## src/rtl/data_mem_arbiter_if.sv

```systemverilog
// Bus bundle between the data-memory arbiter and its neighbours: CPU request port,
// DMA request port and the single memory port.
//   cpu_*  : CPU memory-stage request/ack/read data/stall
//   dma_*  : DMA/loader request/ack/read data
//   mem_*  : single-port memory (combinational read)
//   owner_o: current bus owner (00 idle, 01 CPU, 10 DMA)
// slave  : arbiter side; master : requesters + memory side.
interface data_mem_arbiter_if #(
   parameter int unsigned AW = 32,
   parameter int unsigned DW = 32
) ();
   logic          cpu_req_i;
   logic          cpu_we_i;
   logic [AW-1:0] cpu_addr_i;
   logic [DW-1:0] cpu_wdata_i;
   logic          cpu_ack_o;
   logic [DW-1:0] cpu_rdata_o;
   logic          cpu_stall_o;

   logic          dma_req_i;
   logic          dma_we_i;
   logic [AW-1:0] dma_addr_i;
   logic [DW-1:0] dma_wdata_i;
   logic          dma_ack_o;
   logic [DW-1:0] dma_rdata_o;

   logic          mem_ce_o;
   logic          mem_we_o;
   logic [AW-1:0] mem_addr_o;
   logic [DW-1:0] mem_wdata_o;
   logic [DW-1:0] mem_rdata_i;

   logic [1:0]    owner_o;

   modport slave (
      input  cpu_req_i, cpu_we_i, cpu_addr_i, cpu_wdata_i,
      output cpu_ack_o, cpu_rdata_o, cpu_stall_o,
      input  dma_req_i, dma_we_i, dma_addr_i, dma_wdata_i,
      output dma_ack_o, dma_rdata_o,
      output mem_ce_o, mem_we_o, mem_addr_o, mem_wdata_o,
      input  mem_rdata_i,
      output owner_o
   );

   modport master (
      output cpu_req_i, cpu_we_i, cpu_addr_i, cpu_wdata_i,
      input  cpu_ack_o, cpu_rdata_o, cpu_stall_o,
      output dma_req_i, dma_we_i, dma_addr_i, dma_wdata_i,
      input  dma_ack_o, dma_rdata_o,
      input  mem_ce_o, mem_we_o, mem_addr_o, mem_wdata_o,
      output mem_rdata_i,
      input  owner_o
   );
endinterface

```

## src/rtl/data_mem_arbiter.sv

```systemverilog
// Two-master arbiter (CPU first, DMA second) for the single-port data memory.
// Bounded run lengths under contention keep either side from starving; each
// hand-over costs one dead cycle. Outputs are combinational from state and
// requests and are all forced low while rst is asserted.
//   clk : clock
//   rst : synchronous reset, active-low
//   bus : data_mem_arbiter_if.slave (CPU port, DMA port, memory port, owner)
module data_mem_arbiter #(
   parameter int unsigned AW          = 32,
   parameter int unsigned DW          = 32,
   parameter int unsigned CPU_MAX_RUN = 4,
   parameter int unsigned DMA_MAX_RUN = 2
) (
   input  logic              clk,
   input  logic              rst,
   data_mem_arbiter_if.slave bus
);

   localparam int unsigned MAX_RUN = (CPU_MAX_RUN > DMA_MAX_RUN) ? CPU_MAX_RUN : DMA_MAX_RUN;
   localparam int unsigned RW      = $clog2(MAX_RUN) + 1;

   localparam logic [1:0] S_IDLE = 2'b00;
   localparam logic [1:0] S_CPU  = 2'b01;
   localparam logic [1:0] S_DMA  = 2'b10;

   localparam logic [RW-1:0] CPU_LIM = RW'(CPU_MAX_RUN);
   localparam logic [RW-1:0] DMA_LIM = RW'(DMA_MAX_RUN);

   logic [1:0]    state_q, state_d;
   logic [RW-1:0] run_cnt_q, run_cnt_d;
   logic          cpu_go, dma_go;

   // State and run counter registers
   always_ff @(posedge clk) begin
      if (!rst) begin
         state_q   <= S_IDLE;
         run_cnt_q <= '0;
      end else begin
         state_q   <= state_d;
         run_cnt_q <= run_cnt_d;
      end
   end

   // Next state, issue decision and bus outputs
   always_comb begin
      state_d   = state_q;
      run_cnt_d = '0;
      cpu_go    = 1'b0;
      dma_go    = 1'b0;

      unique case (state_q)
         // Once the run limit is reached under contention the owner issues
         // nothing this cycle and hands over: this is the dead switch cycle.
         S_CPU: begin
            if (bus.dma_req_i) begin
               if (bus.cpu_req_i && (run_cnt_q != CPU_LIM)) begin
                  cpu_go    = 1'b1;
                  run_cnt_d = run_cnt_q + RW'(1);
               end else begin
                  state_d = S_DMA;
               end
            end else begin
               cpu_go = bus.cpu_req_i;
            end
         end
         S_DMA: begin
            if (bus.cpu_req_i) begin
               if (bus.dma_req_i && (run_cnt_q != DMA_LIM)) begin
                  dma_go    = 1'b1;
                  run_cnt_d = run_cnt_q + RW'(1);
               end else begin
                  state_d = S_CPU;
               end
            end else begin
               dma_go = bus.dma_req_i;
            end
         end
         default: begin
            if (bus.cpu_req_i) begin
               state_d = S_CPU;
            end else if (bus.dma_req_i) begin
               state_d = S_DMA;
            end
         end
      endcase

      bus.cpu_ack_o   = 1'b0;
      bus.cpu_rdata_o = DW'(0);
      bus.cpu_stall_o = 1'b0;
      bus.dma_ack_o   = 1'b0;
      bus.dma_rdata_o = DW'(0);
      bus.mem_ce_o    = 1'b0;
      bus.mem_we_o    = 1'b0;
      bus.mem_addr_o  = AW'(0);
      bus.mem_wdata_o = DW'(0);
      bus.owner_o     = 2'b00;

      if (rst) begin
         bus.owner_o     = state_q;
         bus.cpu_stall_o = bus.cpu_req_i & ~cpu_go;
         if (cpu_go) begin
            bus.cpu_ack_o   = 1'b1;
            bus.cpu_rdata_o = bus.mem_rdata_i;
            bus.mem_ce_o    = 1'b1;
            bus.mem_we_o    = bus.cpu_we_i;
            bus.mem_addr_o  = bus.cpu_addr_i;
            bus.mem_wdata_o = bus.cpu_wdata_i;
         end else if (dma_go) begin
            bus.dma_ack_o   = 1'b1;
            bus.dma_rdata_o = bus.mem_rdata_i;
            bus.mem_ce_o    = 1'b1;
            bus.mem_we_o    = bus.dma_we_i;
            bus.mem_addr_o  = bus.dma_addr_i;
            bus.mem_wdata_o = bus.dma_wdata_i;
         end
      end
   end

endmodule
```

## src/flat_wrapper.sv

```systemverilog
// flat-port wrapper written by rule: the top's interface ports become plain ports
module data_mem_arbiter_flat 
#(
   parameter int unsigned AW          = 32,
   parameter int unsigned DW          = 32,
   parameter int unsigned CPU_MAX_RUN = 4,
   parameter int unsigned DMA_MAX_RUN = 2
)
  (clk, rst, bus_cpu_req_i, bus_cpu_we_i, bus_cpu_addr_i, bus_cpu_wdata_i, bus_cpu_ack_o, bus_cpu_rdata_o, bus_cpu_stall_o, bus_dma_req_i, bus_dma_we_i, bus_dma_addr_i, bus_dma_wdata_i, bus_dma_ack_o, bus_dma_rdata_o, bus_mem_ce_o, bus_mem_we_o, bus_mem_addr_o, bus_mem_wdata_o, bus_mem_rdata_i, bus_owner_o);
  data_mem_arbiter_if #(.AW(AW), .DW(DW)) bus_i ();
  input  logic clk;
  input  logic rst;
  input wire logic [$bits(bus_i.cpu_req_i)-1:0] bus_cpu_req_i;
  input wire logic [$bits(bus_i.cpu_we_i)-1:0] bus_cpu_we_i;
  input wire logic [$bits(bus_i.cpu_addr_i)-1:0] bus_cpu_addr_i;
  input wire logic [$bits(bus_i.cpu_wdata_i)-1:0] bus_cpu_wdata_i;
  output wire logic [$bits(bus_i.cpu_ack_o)-1:0] bus_cpu_ack_o;
  output wire logic [$bits(bus_i.cpu_rdata_o)-1:0] bus_cpu_rdata_o;
  output wire logic [$bits(bus_i.cpu_stall_o)-1:0] bus_cpu_stall_o;
  input wire logic [$bits(bus_i.dma_req_i)-1:0] bus_dma_req_i;
  input wire logic [$bits(bus_i.dma_we_i)-1:0] bus_dma_we_i;
  input wire logic [$bits(bus_i.dma_addr_i)-1:0] bus_dma_addr_i;
  input wire logic [$bits(bus_i.dma_wdata_i)-1:0] bus_dma_wdata_i;
  output wire logic [$bits(bus_i.dma_ack_o)-1:0] bus_dma_ack_o;
  output wire logic [$bits(bus_i.dma_rdata_o)-1:0] bus_dma_rdata_o;
  output wire logic [$bits(bus_i.mem_ce_o)-1:0] bus_mem_ce_o;
  output wire logic [$bits(bus_i.mem_we_o)-1:0] bus_mem_we_o;
  output wire logic [$bits(bus_i.mem_addr_o)-1:0] bus_mem_addr_o;
  output wire logic [$bits(bus_i.mem_wdata_o)-1:0] bus_mem_wdata_o;
  input wire logic [$bits(bus_i.mem_rdata_i)-1:0] bus_mem_rdata_i;
  output wire logic [$bits(bus_i.owner_o)-1:0] bus_owner_o;
  assign bus_i.cpu_req_i = bus_cpu_req_i;
  assign bus_i.cpu_we_i = bus_cpu_we_i;
  assign bus_i.cpu_addr_i = bus_cpu_addr_i;
  assign bus_i.cpu_wdata_i = bus_cpu_wdata_i;
  assign bus_cpu_ack_o = bus_i.cpu_ack_o;
  assign bus_cpu_rdata_o = bus_i.cpu_rdata_o;
  assign bus_cpu_stall_o = bus_i.cpu_stall_o;
  assign bus_i.dma_req_i = bus_dma_req_i;
  assign bus_i.dma_we_i = bus_dma_we_i;
  assign bus_i.dma_addr_i = bus_dma_addr_i;
  assign bus_i.dma_wdata_i = bus_dma_wdata_i;
  assign bus_dma_ack_o = bus_i.dma_ack_o;
  assign bus_dma_rdata_o = bus_i.dma_rdata_o;
  assign bus_mem_ce_o = bus_i.mem_ce_o;
  assign bus_mem_we_o = bus_i.mem_we_o;
  assign bus_mem_addr_o = bus_i.mem_addr_o;
  assign bus_mem_wdata_o = bus_i.mem_wdata_o;
  assign bus_i.mem_rdata_i = bus_mem_rdata_i;
  assign bus_owner_o = bus_i.owner_o;
  data_mem_arbiter #(.AW(AW), .DW(DW), .CPU_MAX_RUN(CPU_MAX_RUN), .DMA_MAX_RUN(DMA_MAX_RUN)) u_core (.clk(clk), .rst(rst), .bus(bus_i));
endmodule
```

## config.mk

```make
export PLATFORM = sky130hd
export DESIGN_NAME = data_mem_arbiter_flat
export DESIGN_NICKNAME = d
export VERILOG_FILES = /design/src/rtl/data_mem_arbiter_if.sv /design/src/rtl/data_mem_arbiter.sv /design/src/flat_wrapper.sv
export SDC_FILE = /design/constraint.sdc
export NUM_CORES = 1
export LEC_CHECK = 0
export ABC_AREA = 1
export CAP_MARGIN = 20
export CORE_AREA = 2 2 117 119
export CTS_BUF_LIST = sky130_fd_sc_hd__clkbuf_2 sky130_fd_sc_hd__clkbuf_4 sky130_fd_sc_hd__clkbuf_8
export DETAILED_ROUTE_END_ITERATION = 12
export DIE_AREA = 0 0 119 121
export PLACE_DENSITY = 0.64
export SYNTH_ARGS = -nofsm -noshare
export SYNTH_HDL_FRONTEND = slang
export SYNTH_SLANG_ARGS = --single-unit
```

## constraint.sdc

```tcl
create_clock -name clk -period 5.2 [get_ports clk]
set_input_delay 1.3 -clock clk [delete_from_list [all_inputs] [get_ports clk]]
set_output_delay 1.3 -clock clk [all_outputs]
set_load 0.005 [all_outputs]
```

Word-level counts from Yosys, hierarchy flattened
Index checks and enable logic that the tools add are counted.

storage, ports and cells
  register bits = 5
  input port bits = 166
  output and inout port bits = 135
  word-level logic and storage cells = 58

operators by class
  add/sub/neg operators = 1
  equal/unequal tests = 8
  mux-type cells = 41
  bitwise operators = 2
  reductions and logical operators = 4

operators by type and width
  operator             number
  $mux 32              11
  $mux 1               17
  $mux 2               7
  $mux 3               4
  $ne 2x2->1 const B   4
  $pmux 3 s2           1
  $reduce_and 5->1     1
  $pmux 2 s2           1
  $add 3x1->3 const B  1
  $ne 3x2->1 const B   1
  $ne 3x3->1 const B   1
  $eq 2x1->1 const B   1
  $eq 2x2->1 const B   1
  $logic_and 1x1->1    2
  $reduce_bool 2->1    1
  $and 1x1->1          1
  $not 1->1            1

Longest topological paths before layout
  depth after elaboration = 8
  mapped depth = 13
  mapped depth without buffers = 11

Worst setup path after synthesis
OpenSTA, ideal clock, no wires.

  path kind = input-to-output
  start point = in bus_cpu_req_i
  end point = out bus_mem_addr_o[13]
  arrival = 2.130 ns
  required time = 3.900 ns
  slack = 1.770 ns
  stages = 8
  path buffers = 2
  path through = nor2_1 > nor2_4 > nand2_2 > inv_2 > buf_4 > buf_4 > nand2_1 > nand2_1

between the ends
  word-level cells in the longest chain between the ends = 6
  elaborated cells between the ends (all ways) = 9
  classes of those cells = mux (8); reduce/logical (1)

ends and longest elaborated chain
  what               line                     RTL
  start, declared    flat_wrapper.sv:13       input wire logic [$bits(bus_i.cpu_req_i)-1:0] bus_cpu_req_i;
  $logic_and 1x1->1  data_mem_arbiter.sv:56   if (bus.cpu_req_i && (run_cnt_q != CPU_LIM)) begin
  $mux 1             data_mem_arbiter.sv:56
  $mux 1             data_mem_arbiter.sv:55   if (bus.dma_req_i) begin
  $mux 1             data_mem_arbiter.sv:51   unique case (state_q)
  $mux 32 (*)        data_mem_arbiter.sv:101  if (cpu_go) begin
  $mux 32 (*)        data_mem_arbiter.sv:98   if (rst) begin
  end, declared      flat_wrapper.sv:28       output wire logic [$bits(bus_i.mem_addr_o)-1:0] bus_mem_addr_o;

Every way passes the cells marked *; elsewhere a longest branch is shown, timed or not.

Final worst setup path
  start point = in bus_cpu_req_i
  end point = out bus_mem_addr_o[9]

The elaborated chain is that of the path after synthesis.

==> run metrics <==
largest net degree at the start of global routing=67; Initial Util=0.125; Synthesis Warnings=0; starting DRC count in detailed routing=92; antenna diode count=0; end of the critical path=bus_mem_addr_o[9]; height of the die=approximately 120 um; Final Wtd Congestion=around 0.77; overall track demand over capacity in global routing=0.134; highest cell delay on the worst timing path=between 0.5 and 0.6 ns; dpl cell area=~0.0048 mm^2; Fin. Hold Viols=0; top area cells in the synthesized netlist=sky130_fd_sc_hd__nand2_1, sky130_fd_sc_hd__nor2_1, sky130_fd_sc_hd__inv_1; data required time of the worst path=3.90 ns; CTS H-tree depth=1; final WL=around 11000 um; most frequent cell after synthesis=sky130_fd_sc_hd__nand2_1; type of the worst min-delay path=reg -> reg; r2r endpoint=u_core.state_q[0]; count of nets left with antenna violations after detail routing=0; fraction of synthesized cell area taken by the top area cell type=0.490; worst reg2reg setup slack=3.75 ns; final period utilization=0.897; detailed-placement wirelength estimate=~8700 um; library cell occupying the most area in the post-synthesis netlist=sky130_fd_sc_hd__nand2_1; WL per Instance=12.7 um; Port Buffers=300; layout net count=between 800 and 900; clock latency on the worst-skew pair=between 0.2 and 0.25 ns; global-route wire length before repair=around 16000 um; Clk Tree Root Cell=sky130_fd_sc_hd__clkbuf_8; number of global-route vias before repair=a little over 3000; finished layout cell area=slightly below 0.005 mm^2; length in cells of the worst reg-to-reg path=10; worst endpoint data arrival time=between 3 and 4 ns; Pre-Repair DR Iteration Count=4; most frequent cell on the critical path=sky130_fd_sc_hd__nand2_1; area of the mapped netlist=around 0.0016 mm^2; category of the worst setup path launch point=primary input; number of gates given a new drive strength after cts=0; number of antenna violations at the first check in global routing=0; RSZ-0062 raised after global routing=false; P&R area growth vs syn=195%; Overflow after GRT=0; drc violations=0; Total Die Area=between 0.01 and 0.015 mm^2; Least-Margin Pin Slew=approximately 0.34 ns; clock transition at the registers of the reported paths=0.04 ns; number of top-level pins=301; number of setup violations in the final report=0; portion of the post-synthesis area used by sequential elements=0.0610; sum of negative setup slack=0 ns; TritonCTS Buffers=3; die width=119 um; highest attainable clock frequency=approximately 210 MHz; FP Rows=42; TritonCTS clock tree=built; slowest stage cell on the critical path=sky130_fd_sc_hd__clkdlybuf4s50_1; Most used DFF post-synth=sky130_fd_sc_hd__dfxtp_1; synthesized net count=550; Critical Path End Type=output pin; family of cells with the greatest summed delay on the critical path=buffers and inverters; outcome=complete, no violations; Mapped Avg Cell Area=between 4 and 5 um^2; launch point of the critical path=bus_cpu_req_i; number of enable-type register cells in the synthesized netlist=0; Longest Clk Path Bufs=2; maximum fanout along the worst path=66; PD cells=180 mW/mm^2; Core Area=0.0131 mm^2; worst-path cell chain=clkdlybuf4s50_1 -> nand2_1 -> inv_1 -> nand2_1 -> nand2_2 -> nand2_2 -> inv_2 -> buf_12 -> nand2_1 -> nand2_1 -> clkdlybuf4s50_1; hold_ws=0.440 ns; Bufs and invs on worst path=5; hold buffer count at CTS=0; IR drop worst, VDD=~0.00012 V; number of max-capacitance violations reported=0; share of layout cells above drive strength 1=0.0240; Max Transition Viols Final=0; kind of critical path=in -> out; Synth cell types=19; Period minus WS final=approximately 4.7 ns; reg-to-reg startpoint=u_core.state_q[0]; leading post-synthesis cells by instance count=sky130_fd_sc_hd__nand2_1, sky130_fd_sc_hd__nor2_1, sky130_fd_sc_hd__inv_1; Via density=about 3.7; clock tree sinks=5; gate count after technology mapping=around 380; asr flop ratio synth=0; worst rel slew slack=0.773; number of stages on the worst setup path=11; post-synthesis sequential element count=5; Leak=between 0.002 and 0.0025 uW; Overall Power=870 uW; vias after detailed routing=between 3000 and 4000; clock skew=between 0.002 and 0.003 ns; number of setup buffers added after CTS=0
[through the flow]
step | std cells | setup WS (ns) | utilization
final | 843 | 0.535 | 0.369
after global routing | 843 | 0.374 | 0.369
after CTS | 843 | 0.515 | 0.369
after detailed placement | 839 | 0.522 | 0.365
after global placement | 839 | 0.533 | 0.365
after floorplan | 379 | 1.77 | -
[routing by layer]
layer	vias to the layer above	global-route usage	wire length, um
li1	1650	-	-
met1	1316	0.157	4430
met2	175	0.242	5040
met4	0	0.0260	147
met5	-	0	0
met3	14	0.0404	1070
[cells in the final DEF, fill, tap and decap left out, types with 2 or more instances in the layout]
master and instances:
sky130_fd_sc_hd__nand2_1 214, sky130_fd_sc_hd__ha_1 5, sky130_fd_sc_hd__buf_4 2, sky130_fd_sc_hd__clkbuf_8 3, sky130_fd_sc_hd__nand2_2 2, sky130_fd_sc_hd__inv_1 47, sky130_fd_sc_hd__o21ai_0 2, sky130_fd_sc_hd__dfxtp_1 5
sky130_fd_sc_hd__buf_12 2, sky130_fd_sc_hd__clkdlybuf4s50_1 300, sky130_fd_sc_hd__inv_2 4, sky130_fd_sc_hd__nor2_1 74
[logic make-up after synthesis]
| family | count (synthesis) | share of synthesized area |
|---|---|---|
| buffers and inverters | 71 | 0.200 |
| and+or+nand+nor | 294 | 0.686 |
| adders and majority gates | 5 | 0.0381 |
| AOI/OAI and AO/OA | 3 | 0.00992 |
| DFF | 5 | 0.0610 |
| xor gates and xnor gates | 1 | 0.00534 |
[state kept, by name, summed over array words and instances (netlist names)]
signal	flops
u_core.run_cnt_q	3
u_core.state_q	2
[power breakdown]
part / internal [uW] / total, uW / leakage, uW / switching (uW)
Clock: 58.0 / 79.0 / 0.0000262 / 21.0
Combinational: 428 / 736 / 0.00219 / 308
Sequential: 46.9 / 55.3 / 0.0000408 / 8.48
[worst min-delay path by stage]
stage | from | endpoint | slack [ns] | cells past startpoint
finish | u_core.run_cnt_q[0] | u_core.run_cnt_q[0] | 0.44 | 1
global route | u_core.run_cnt_q[0] | u_core.run_cnt_q[0] | 0.47 | 1
CTS | u_core.run_cnt_q[0] | u_core.run_cnt_q[0] | 0.44 | 1
detailed placement | u_core.run_cnt_q[0] | u_core.run_cnt_q[0] | 0.44 | 1
global placement | u_core.run_cnt_q[0] | u_core.run_cnt_q[0] | 0.44 | 1
floorplan | u_core.run_cnt_q[0] | u_core.run_cnt_q[0] | 0.42 | 1
[area by class of cell]
cell class	instances	area (um^2)
inverter	51	191
timing repair buffer	304	3060
sequential	5	100
tap	176	220
multi-input combinational	303	1210
fill	1384	8250
clock buffer	4	48.8
(Power assumes the default switching activity.)
